## src/rtl/active_list.sv

```systemverilog
// active_list: in-order reorder tracker; rename allocates at tail, writebacks mark done, head graduates in order.
// Latency: graduation is combinational from head state; a writeback at edge t graduates in cycle t+1 at the earliest.
// Backpressure: alloc_ready_o drops only when full (no graduation bypass); a flush drops a same-cycle alloc. Option: AL_PERF_CNT_EN.
`ifndef AL_SIZE
`define AL_SIZE 32
`endif

module active_list #(
    parameter int AL_SIZE = `AL_SIZE,
    parameter int NUM_WB  = 2,
    parameter int IW      = $clog2(AL_SIZE)
) (
    input  logic                       clk,
    input  logic                       rst,
    input  logic                       alloc_valid_i,
    input  logic [5:0]                 alloc_rd_i,
    input  logic                       alloc_uses_rd_i,
    output logic                       alloc_ready_o,
    output logic [IW-1:0]              alloc_idx_o,
    input  logic [NUM_WB-1:0]          wb_valid_i,
    input  logic [NUM_WB-1:0][IW-1:0]  wb_al_idx_i,
    input  logic                       flush_i,
    input  logic [IW-1:0]              flush_al_idx_i,
    output logic                       grad_valid_o,
    output logic [5:0]                 grad_rd_o,
    output logic                       grad_uses_rd_o,
    output logic [IW-1:0]              grad_al_idx_o,
    output logic [IW:0]                count_o,
    output logic                       empty_o
`ifdef AL_PERF_CNT_EN
    ,
    output logic [31:0]                grad_count_o,
    output logic [31:0]                squash_count_o
`endif
);

    typedef struct packed {
        logic [5:0] rd;
        logic       uses_rd;
    } entry_t;

    entry_t                     entries [AL_SIZE];
    logic [AL_SIZE-1:0]         done;
    logic [IW:0]                head, tail, count, tail_flush;
    logic [IW-1:0]              head_idx, tail_idx, flush_off;
    logic [NUM_WB-1:0][IW-1:0]  wb_off;
    logic [AL_SIZE-1:0]         wb_set, grad_clr, alloc_clr;
    logic                       full, alloc_fire, grad_fire, flush_ok;

    assign head_idx   = head[IW-1:0];
    assign tail_idx   = tail[IW-1:0];
    assign count      = tail - head;
    assign full       = (head_idx == tail_idx) && (head[IW] != tail[IW]);
    assign empty_o    = (head == tail);

    // Offsets are taken relative to head so range checks and the new tail survive pointer wrap.
    assign flush_off  = flush_al_idx_i - head_idx;
    assign flush_ok   = ({1'b0, flush_off} < count);
    assign tail_flush = head + {1'b0, flush_off} + (IW+1)'(1);

    assign alloc_ready_o = !full;
    assign alloc_fire    = alloc_valid_i && !full && !flush_i;
    assign grad_fire     = !empty_o && done[head_idx];

    assign alloc_idx_o    = tail_idx;
    assign grad_valid_o   = grad_fire;
    assign grad_rd_o      = entries[head_idx].rd;
    assign grad_uses_rd_o = entries[head_idx].uses_rd;
    assign grad_al_idx_o  = head_idx;
    assign count_o        = count;

    // Writebacks only land on live entries; in a flush cycle entries younger than the branch are dead.
    always_comb begin
        wb_set = '0;
        wb_off = '0;
        for (int k = 0; k < NUM_WB; k++) begin
            wb_off[k] = wb_al_idx_i[k] - head_idx;
            if (wb_valid_i[k] && ({1'b0, wb_off[k]} < count) && (!flush_i || (wb_off[k] <= flush_off)))
                wb_set[wb_al_idx_i[k]] = 1'b1;
        end
    end

    assign grad_clr  = {{(AL_SIZE-1){1'b0}}, grad_fire} << head_idx;
    assign alloc_clr = {{(AL_SIZE-1){1'b0}}, alloc_fire} << tail_idx;

    always_ff @(posedge clk or posedge rst) begin
        if (rst) begin
            head <= '0;
            tail <= '0;
            done <= '0;
        end else begin
            done <= (done | wb_set) & ~grad_clr & ~alloc_clr;
            if (grad_fire)
                head <= head + (IW+1)'(1);
            if (flush_i)
                tail <= tail_flush;
            else if (alloc_fire)
                tail <= tail + (IW+1)'(1);
        end
    end

    always_ff @(posedge clk) begin
        if (alloc_fire)
            entries[tail_idx] <= '{rd: alloc_rd_i, uses_rd: alloc_uses_rd_i};
    end

`ifdef AL_PERF_CNT_EN
    logic [IW:0] squash_n;
    assign squash_n = tail - tail_flush;

    always_ff @(posedge clk or posedge rst) begin
        if (rst) begin
            grad_count_o   <= '0;
            squash_count_o <= '0;
        end else begin
            if (grad_fire)
                grad_count_o <= grad_count_o + 32'd1;
            if (flush_i && flush_ok)
                squash_count_o <= squash_count_o + 32'(squash_n);
        end
    end
`endif

    assert property (@(posedge clk) disable iff (rst) flush_i |-> flush_ok);

endmodule
```

## config.mk

```make
export PLATFORM = sky130hd
export DESIGN_NAME = active_list
export DESIGN_NICKNAME = d
export VERILOG_FILES = /design/src/rtl/active_list.sv
export SDC_FILE = /design/constraint.sdc
export NUM_CORES = 1
export LEC_CHECK = 0
export ABC_AREA = 1
export CORE_MARGIN = 4
export CORE_UTILIZATION = 60
export CTS_BUF_LIST = sky130_fd_sc_hd__clkbuf_2
export DETAILED_ROUTE_END_ITERATION = 12
export DONT_BUFFER_PORTS = 1
export MAX_ROUTING_LAYER = met4
export PLACE_DENSITY_LB_ADDON = 0.12
export SLEW_MARGIN = 25
export SYNTH_ARGS = -nofsm -noshare
export SYNTH_HDL_FRONTEND = slang
export SYNTH_SLANG_ARGS = --single-unit
```

## constraint.sdc

```tcl
create_clock -name clk -period 4.4 [get_ports clk]
set_input_delay 0.66 -clock clk [delete_from_list [all_inputs] [get_ports clk]]
set_output_delay 0.66 -clock clk [all_outputs]
set_load 0.02 [all_outputs]
```

# --- Word level (Yosys, flattened, before mapping) ---
# Memory sizes are Yosys's and may differ from the RTL's.
# Index checks and enable logic that the tools add are counted.
word_totals:
  reg_bits: 44
  latchBits: 0
  ram_bits: 224
  mem_bits_ro: 0
  input_bits: 28
  output_inout_bits: 26
  wordCells: 60
  memories: 1
classes:
  add_sub_neg: 8
  multipliers: 0
  div_mod_pow: 0
  magnitude_cmp: 9
  n_eq_ne: 3
  shift: 2
  n_mux: 12
  bitwise_logic: 6
  reduce_logical: 16
mem_list:
  columns: ["memory", "words", "width", "read_ports", "rd_clocked_by_memory_dff", "write_ports", "line_no", "rtl"]
  rows:
  - ["entries", 32, 7, 1, 0, 1, "42", "entry_t entries [AL_SIZE];"]
ops:
  columns: ["op", "count"]
  rows:
  - ["bitwise AND 32 bit", 2]
  - ["two-way mux 32 bit", 2]
  - ["NOT 32 bit", 2]
  - ["bitwise OR 32 bit", 2]
  - ["left shift 1 x 5 -> 32 bit", 2]
  - ["adder 6 x 1 -> 6 bit (second input constant)", 3]
  - ["less-than comparator 5 x 6 -> 1 bit (second input constant)", 3]
  - ["subtractor 5 bit", 3]
  - ["less-than comparator 5 x 6 -> 1 bit", 2]
  - ["two-way mux 6 bit", 2]
  - ["demux 1 bit (select 5 bit)", 2]
  - ["greater-or-equal comparator 5 x 1 -> 1 bit (second input constant)", 2]
  - ["<= comparator 5 bit", 2]
  - ["logical AND 1 bit", 10]
  - ["adder 6 x 5 -> 6 bit", 1]
  - ["equality test 6 bit", 1]
  - ["subtractor 6 bit", 1]
  - ["binary-select mux 1 bit (select 5 bit)", 1]
  - ["equality test 5 bit", 1]
  - ["two-way mux 1 bit", 5]
  - ["zero test 1 bit", 3]
  - ["logical OR 1 bit", 2]
  - ["nonzero test 2 bit", 1]
  - ["!= test 1 bit", 1]

# --- Longest topological paths before layout ---
# Gate-level depths: netlist of the first run.
depth:
  ltp_word: 10
  mapped_depth: 23

# --- Least setup slack after synthesis of the first run ---
# OpenSTA, ideal clock, no wires.
synth_path:
  kind: "register to register"
  from: "register head[1]"
  to: "register done[6]"
  setup_ns: 0.071
  arrival_ns: 3.451
  t_required_ns: 4.329
  path_slack_ns: 0.878
  path_stages_with_launch: 20
  path_buffers: 4
  path_cell_list: "dfrtp_1 inv_1 buf_2 buf_2 buf_2 buf_1 fa_1 inv_1 ha_1 nand3b_1 nand3b_1 nand2_1 nand2_1 nand2_1 nand3_1 nand2_2 nand4_4 nor2_1 nor2_1 nor2_1"
synth_via:
  elab_chain_len: 10
synth_rtl:
  columns: ["element", "line_no", "rtl"]
  rows:
  - ["from (decl)", "44", "logic [IW:0] head, tail, count, tail_flush;"]
  - ["from (signal assigned)", "94", "head <= head + (IW+1)'(1);"]
  - ["subtractor 6 bit (tied with other cells)", "52", "assign count = tail - head;"]
  - ["less-than comparator 5 x 6 -> 1 bit or <= comparator 5 bit (tied branches)", "78", "if (wb_valid_i[k] && ({1'b0, wb_off[k]} < count) && (!flush_i || (wb_off[k] <= flush_off)))"]
  - ["logical AND 1 bit or logical OR 1 bit (tied branches)", "78", null]
  - ["logical AND 1 bit", "78", null]
  - ["two-way mux 32 bit", "78", null]
  - ["bitwise OR 32 bit (no line)", null, null]
  - ["two-way mux 32 bit", "78", null]
  - ["bitwise OR 32 bit", "92", "done <= (done | wb_set) & ~grad_clr & ~alloc_clr;"]
  - ["bitwise AND 32 bit", "92", null]
  - ["bitwise AND 32 bit (*)", "92", null]
  - ["to (signal assigned)", "92", null]
  - ["to (decl)", "43", "logic [AL_SIZE-1:0] done;"]
# Every way passes the cells marked *; elsewhere a longest branch is shown, timed or not. The select of a mux whose other input is x is not followed.
# A chain may end at the register's enable or synchronous reset.

# --- Worst setup path after layout of the first run ---
layout_path:
  from: "register head[0]"
  to: "output port grad_rd_o[4]"
layout_via:
  elab_chain_len: 1
layout_rtl:
  columns: ["element", "line_no", "rtl"]
  rows:
  - ["memory (32 x 7 bit)", null, null]
  - ["to (decl)", "25", "output logic [5:0] grad_rd_o,"]
# No other way between the ends.

==> qor.txt, run 1 <==
WL/cell - 20.3 um
CP Class - register to primary output
Routed vias - 11100
Adder-cell share of the synthesized area - 0.0444
Hold Path Class - primary input to register
Largest family of logic cells by synthesized area - simple AND/OR/NAND/NOR gates
Clk buf depth - 3
Worst Path Arrival - 3400 ps
Antenna Nets Post-Route - 0
Crit start category - register
Max Cap Viol - 0
CTS tree - yes
Initial drt markers - 1318
Met3 wire len - 3160 um
Multiplexer share of the synthesized area - 0
Die area - 25500 um2
Fin crit period - 4060 ps
P_leak - 0.00583 uW
Fin. Hold Viols - 0
Postcts setup bufs - 0
Pin count of the biggest net entering global routing - 76
RSZ-0062 raised after global routing - no
Fillers - 1930
Register area - 7830 um2
Relative slew slack - 0.359
Highest metal used - met4
Compound-gate portion of the synthesized area - 0.0991
Worst path cell trace - clkinv_2 -> buf_6 -> o21ai_0 -> o22ai_1 -> a221oi_1 -> a21oi_1
Clock buffer count from CTS - 69
# setup viols final - 0
Syn Area/Cell - 9.31 um2
Post-route clock skew - 109 ps
Global-route usage over all layers - 0.299
Clk pin slew, worst setup/hold paths - 120 ps
Synth async-reset ratio - 0.164
Initial core utilization - 0.610
Port-buffer cells - 0
Total Wirelength - 37400 um
CP delay by family, top - compound AO/OA/AOI/OAI gates
Syn_nets - 1557
Post-DP HPWL - 24300 um
Slew Viols, Final - 0
Die width - 160 um
Vias in the first global route - 10600
Core box area - 22600 um2
Die Ht - 160 um
Initial DRT Pass Iterations - 5
Clock root buffer - clkbuf_2
Final Cycle Share - 0.922
#FFs+latches synth - 268
Gr ovfl total - 0
EDFF count, synth - 224
Number of placed cells counting well taps - 1711
Most used flip-flop cell after synthesis - edfxtp_1
Drt via density - 6.00
Buf/Inv on CP - 2
XOR/XNOR Fraction of Synth Area - 0.0101
Nets - 1580
Multi-input combinational cell area - 5150 um2
H-tree Lvls - 3
# DRC - 0
Fraction of layout cells with a size suffix above 1 - 0.102
Initial antenna violation count - 1
CP endpoint kind - primary output
Worst slack, placed - 1050 ps
First-pass GRT wire length - 58300 um
Distinct cells, synth - 40
CP max FO - 51
Routability cong. - 0.957
Worst VDD drop - 0.545 mV
Post-Route M1 WL - 15200 um
Ys Warns - 0
Top Ports - 54
Final setup TNS - 0 ps
WP data required - 3740 ps
Synth-to-layout area growth - 6.36%
Outcome - completed
Cell Area, Synth - 13800 um2
CP peak stage delay - 600 ps
Worst-margin pin slew - 957 ps
Pwr dens - 731 nW/um2
Critical path's slowest cell - dfrtp_4
Sink Count - 268
Final setup margin - 343 ps
Sequential area share after synthesis - 0.567
Met2 Routed Length - 17900 um
Overall power - 10700 uW
Non-Filler Instances - 1841
Skew-Pair Late Insertion Delay - 840 ps
Synthesized netlist cell count - 1483
Fmax - 246 MHz
Simple-gate area share of the yosys netlist - 0.220
Std cell rows - 55
[synthesized netlist by cell type, types with 8 or more instances]
| cell type | number | area share |
|---|---|---|
| nor2_1 | 310 | 0.084 |
| nand2_1 | 256 | 0.070 |
| edfxtp_1 | 224 | 0.49 |
| o21ai_0 | 134 | 0.049 |
| inv_1 | 112 | 0.030 |
| nand3_1 | 62 | 0.022 |
| nand4_1 | 57 | 0.026 |
| o22ai_1 | 57 | 0.026 |
| dfrtp_1 | 44 | 0.080 |
| ha_1 | 41 | 0.037 |
| clkbuf_1 | 36 | 0.0098 |
| a21oi_1 | 28 | 0.010 |
| buf_2 | 17 | 0.0062 |
| buf_4 | 15 | 0.0082 |
| nor3_1 | 9 | 0.0033 |
| xor2_1 | 9 | 0.0057 |
| buf_1 | 8 | 0.0022 |
| o211ai_1 | 8 | 0.0043 |
[cell type report]
type | count | area share
multi-input combinational | 1021 | 0.351
clock inverter | 20 | 0.00613
sequential | 268 | 0.533
clock buffer | 100 | 0.0341
inverter | 115 | 0.0296
timing repair buffer | 31 | 0.0214
antenna | 1 | 0.000170
tap | 285 | 0.0243
[power by group]
group	internal [uW]	switching, uW	total, uW
logic	1720	4180	5900
registers	3010	205	3220
clock network	612	1010	1630
total	5340	5400	10700
[state kept, by name, indices dropped and copies added (netlist names)]
signal,cells
done,32
entries,224
head,6
tail,6
[cells by family after synthesis]
| family | count (synthesis) |
|---|---|
| AND/OR/NAND/NOR | 713 |
| buffers and inverters | 194 |
| flip-flops | 268 |
| AO/OA/AOI/OAI | 246 |
| adder cells (fa/ha/maj) | 46 |
| XOR/XNOR | 16 |
[worst paths after layout]
| kind | slack (ps) | to | start | depth (start not counted) |
|---|---|---|---|---|
| min in group asynchronous | 410 | head[0] | rst | 2 |
| worst max register to register | 970 | done[17] | tail[0] | 18 |
| worst max-delay path | 340 | grad_rd_o[4] | head[0] | 6 |
| worst min register to register | 560 | head[5] | head[5] | 1 |
| max in group asynchronous | 3430 | done[2] | rst | 2 |
| worst min-delay path | 70 | tail[1] | flush_i | 3 |
[worst reg2reg max path: stages (launching register included)]
cell and delay [ps]:
dfrtp_1 560, inv_1 240, ha_1 300, fa_1 420, xnor2_1 190, buf_4 180
inv_1 70, ha_1 280, nand2_1 60, nand2_1 40, nand2_1 50, nand2_1 40
nand2_1 50, nand2_1 60, nand2_2 230, nand4_4 260, nor2_1 180, nor2_1 60
nor2_1 80
[through the flow]
| stage | instance area, um2 | util | hold WS [ps] |
|---|---|---|---|
| finish | 14700 | 0.649 | 72.8 |
| global route | 14700 | 0.649 | 40.7 |
| CTS | 14700 | 0.649 | 18.4 |
| detailed placement | 13900 | 0.616 | 537 |
| global placement | 13900 | 0.616 | 536 |
| floorplan | 13800 | - | 501 |
[placed cells by master (no fill, tap or decap), types with 2 or more instances in the layout]
| cell type | count |
|---|---|
| nor2_1 | 310 |
| dfrtp_1 | 42 |
| clkinv_4 | 2 |
| clkinv_1 | 13 |
| edfxtp_1 | 224 |
| buf_4 | 21 |
| nand3b_1 | 2 |
| nand3_1 | 62 |
| xnor2_1 | 7 |
| clkinv_2 | 3 |
| nand4_4 | 3 |
| inv_1 | 110 |
| a211oi_1 | 7 |
| buf_12 | 6 |
| nand2_1 | 256 |
| o21ai_0 | 134 |
| nor2_4 | 3 |
| nand2_2 | 5 |
| o22ai_1 | 57 |
| nand4_1 | 57 |
| a31oi_1 | 2 |
| xor2_1 | 9 |
| o211ai_1 | 8 |
| dlygate4sd3_1 | 2 |
| clkbuf_2 | 100 |
| nor3_1 | 9 |
| ha_1 | 41 |
| fa_1 | 5 |
| nor4_1 | 2 |
| inv_2 | 6 |
| a21oi_1 | 28 |
| a221oi_1 | 4 |
| o21ai_1 | 2 |
[timing repair]
action	4_1_cts	5_1_grt
setup endpoints to repair	0	1
resized for setup	0	1
endpoints found under the hold margin	272	0
hold buffers	9	0
[routing by layer]
layer / global-route usage / vias to the layer above
met5: - / -
met4: 0.108 / 0
met3: 0.0547 / 93
met2: 0.480 / 533
met1: 0.387 / 5226
li1: - / 5199
Power figures use the tool's default switching activity.
==> inputs of run 2 (changes only) <==
--- a/config.mk
+++ b/config.mk
@@ -7,12 +7,13 @@
 export LEC_CHECK = 0
 export ABC_AREA = 1
 export CORE_MARGIN = 4
-export CORE_UTILIZATION = 60
+export CORE_UTILIZATION = 34
 export CTS_BUF_LIST = sky130_fd_sc_hd__clkbuf_2
 export DETAILED_ROUTE_END_ITERATION = 12
 export DONT_BUFFER_PORTS = 1
 export MAX_ROUTING_LAYER = met4
 export PLACE_DENSITY_LB_ADDON = 0.12
+export SETUP_SLACK_MARGIN = 0.5
 export SLEW_MARGIN = 25
 export SYNTH_ARGS = -nofsm -noshare
 export SYNTH_HDL_FRONTEND = slang
==> run 2 against run 1 <==
  * Sequential power is 2% lower
  * Highest routed layer unchanged
  * Sequential share of layout area is 2.8 points lower
  * Core utilization shrank 26 points
==> qor.txt, run 2 (synthesized netlist as in run 1, its figures left out) <==
Clock root buffer - clkbuf_2
CP max FO - 46
Largest regs - entries: 224 flops, done: 32 flops
Reg with most FFs - entries
Max reg flops - 224
Initial core utilization - 0.346
Nets - 1608
Die width - 210 um
Internal power - 5740 uW
Total Wirelength - 45100 um
CP endpoint kind - primary output
Clk buf depth - 3
Final setup TNS - 0 ps
Relative slew slack - 0.341
Crit start category - register
Clk network pwr share - 0.163
CTS tree - yes
Global-route usage over all layers - 0.207
Synth-to-layout area growth - 12.3%
Sw frac - 0.505
Worst path cell trace - inv_4 -> buf_16 -> nand2_1 -> nand3_1 -> nand2_1 -> nand2_1 -> nand2_1 -> nor2_1 -> nand2_2 -> nand3_4 -> clkinvlp_4
Die area - 43900 um2
CP Class - register to primary output
RSZ-0062 raised after global routing - yes
Routed vias - 11000
# setup viols final - 0
Commonest cells after routing, fill and taps aside - 309 x nor2_1, 256 x nand2_1, 224 x edfxtp_1
# DRC - 0
GR Util met3 - 0.0363
Initial drt markers - 1110
WL/cell - 21.3 um
Clk pin slew, worst setup/hold paths - 110 ps
Slew Viols, Final - 0
Worst-margin pin slew - 985 ps
Buf/Inv on CP - 3
Clock buffer count from CTS - 75
Most used routing layer - met2
First-pass GRT wire length - 67700 um
Antenna Nets Post-Route - 0
Worst VDD drop - 0.382 mV
WP data required - 3740 ps
Post-route cell area - 15500 um2
H-tree Lvls - 3
NetSw - 5850 uW
Initial DRT Pass Iterations - 5
Pwr dens - 748 nW/um2
Met1 usage - 0.299
Top Ports - 54
Fraction of layout cells with a size suffix above 1 - 0.125
Post-route clock skew - 90.5 ps
Hold Path Class - primary input to register
Fin. Hold Viols - 0
CP peak stage delay - 630 ps
Outcome - completed
CP delay by family, top - simple AND/OR/NAND/NOR gates
Gr ovfl total - 0
Vias in the first global route - 10600
P_leak - 0.00607 uW
Routability cong. - 0.897
Pin count of the biggest net entering global routing - 93
Core box area - 39900 um2
Max Cap Viol - 0
Sink Count - 268
Critical path's slowest cell - dfrtp_4
Reg power frac - 0.273
Met2 Use GR - 0.305
Post-DP HPWL - 28000 um
Fin crit period - 3800 ps
Drt via density - 5.19
Std cell rows - 73
Final Cycle Share - 0.863
Fmax - 263 MHz
Comb pwr share - 0.564
Most common cell after layout, fill and taps aside - nor2_1
Postcts setup bufs - 0
Initial antenna violation count - 3
Worst Path Arrival - 3140 ps
Skew-Pair Late Insertion Delay - 920 ps
Die Ht - 210 um
Most used cell, CP - nand2_1
Port-buffer cells - 0
Cell Area, Placed - 14300 um2
[run 2: cell count changes in the layout (fill, tap and decap cells not counted), moves of 3 or more]
cell,delta
clkbuf_2,+16
dlygate4sd3_1,+14
buf_12,+3
a211oi_1,-3
a211oi_2,+3
a21oi_2,+6
clkinvlp_4,+3
clkinv_1,-7
a21oi_1,-6
[run 2: routing by layer]
layer	part of all wire	wire length, um	vias to the layer above
met4	0.018	799	0
met2	0.45	20200	356
met5	0	0	-
li1	-	-	5261
met3	0.057	2560	63
met1	0.48	21600	5299
[run 2: cell type report]
type	count	area, um2
inverters	115	444
clock inverters	14	120
fillers	4045	24400
clock buffers	116	581
repair buffers	53	644
well taps	525	657
diodes	3	7.51
multi-input cells	1021	5220
flip-flops and latches	268	7830
[run 2: per-stage QoR]
step	hold slack, ps	std cells	worst slack [ps]	power (uW)	utilization
after floorplan	501	1483	878	7620	-
after CTS	1.20	2111	470	11500	0.387
after detailed placement	524	1957	994	9380	0.359
after global placement	529	1957	1030	9360	0.359
after global routing	52.7	2115	401	12500	0.389
final	108	2115	601	11600	0.389
[run 2: worst paths after layout]
check / from / end / slack [ps] / cells after the start
hold / removal: wb_valid_i[0] / done[28] / 110 / 4
setup reg to reg: head[0] / done[27] / 660 / 21
max in group asynchronous: rst / head[1] / 3570 / 2
setup / recovery: head[0] / grad_valid_o / 600 / 11
min in group asynchronous: rst / done[26] / 310 / 2
hold reg to reg: head[5] / head[5] / 540 / 1
[run 2: power groups by stage]
stage          clock network, uW  registers [uW]  logic [uW]
2_1_floorplan                  0            3190        4430
3_3_place_gp                   0            3220        6140
5_1_grt                     2110            3200        7210
4_1_cts                     1970            3170        6390
3_5_place_dp                   0            3220        6160
6_report                    1890            3170        6540
[run 2: tightest hold or removal path, cell delays in order]
cell     delay [ps]
nand4_1          90
nand2_1          70
nor2_1           40
nor2_1           70
[run 2: what timing repair did]
item | 4_1_cts | 5_1_grt
endpoints found under the hold margin | 298 | 0
gates cloned | 1 | 1
pin swaps | 0 | 0
setup endpoints to repair | 8 | 9
gates resized for setup | 11 | 10
hold buffers | 23 | 0
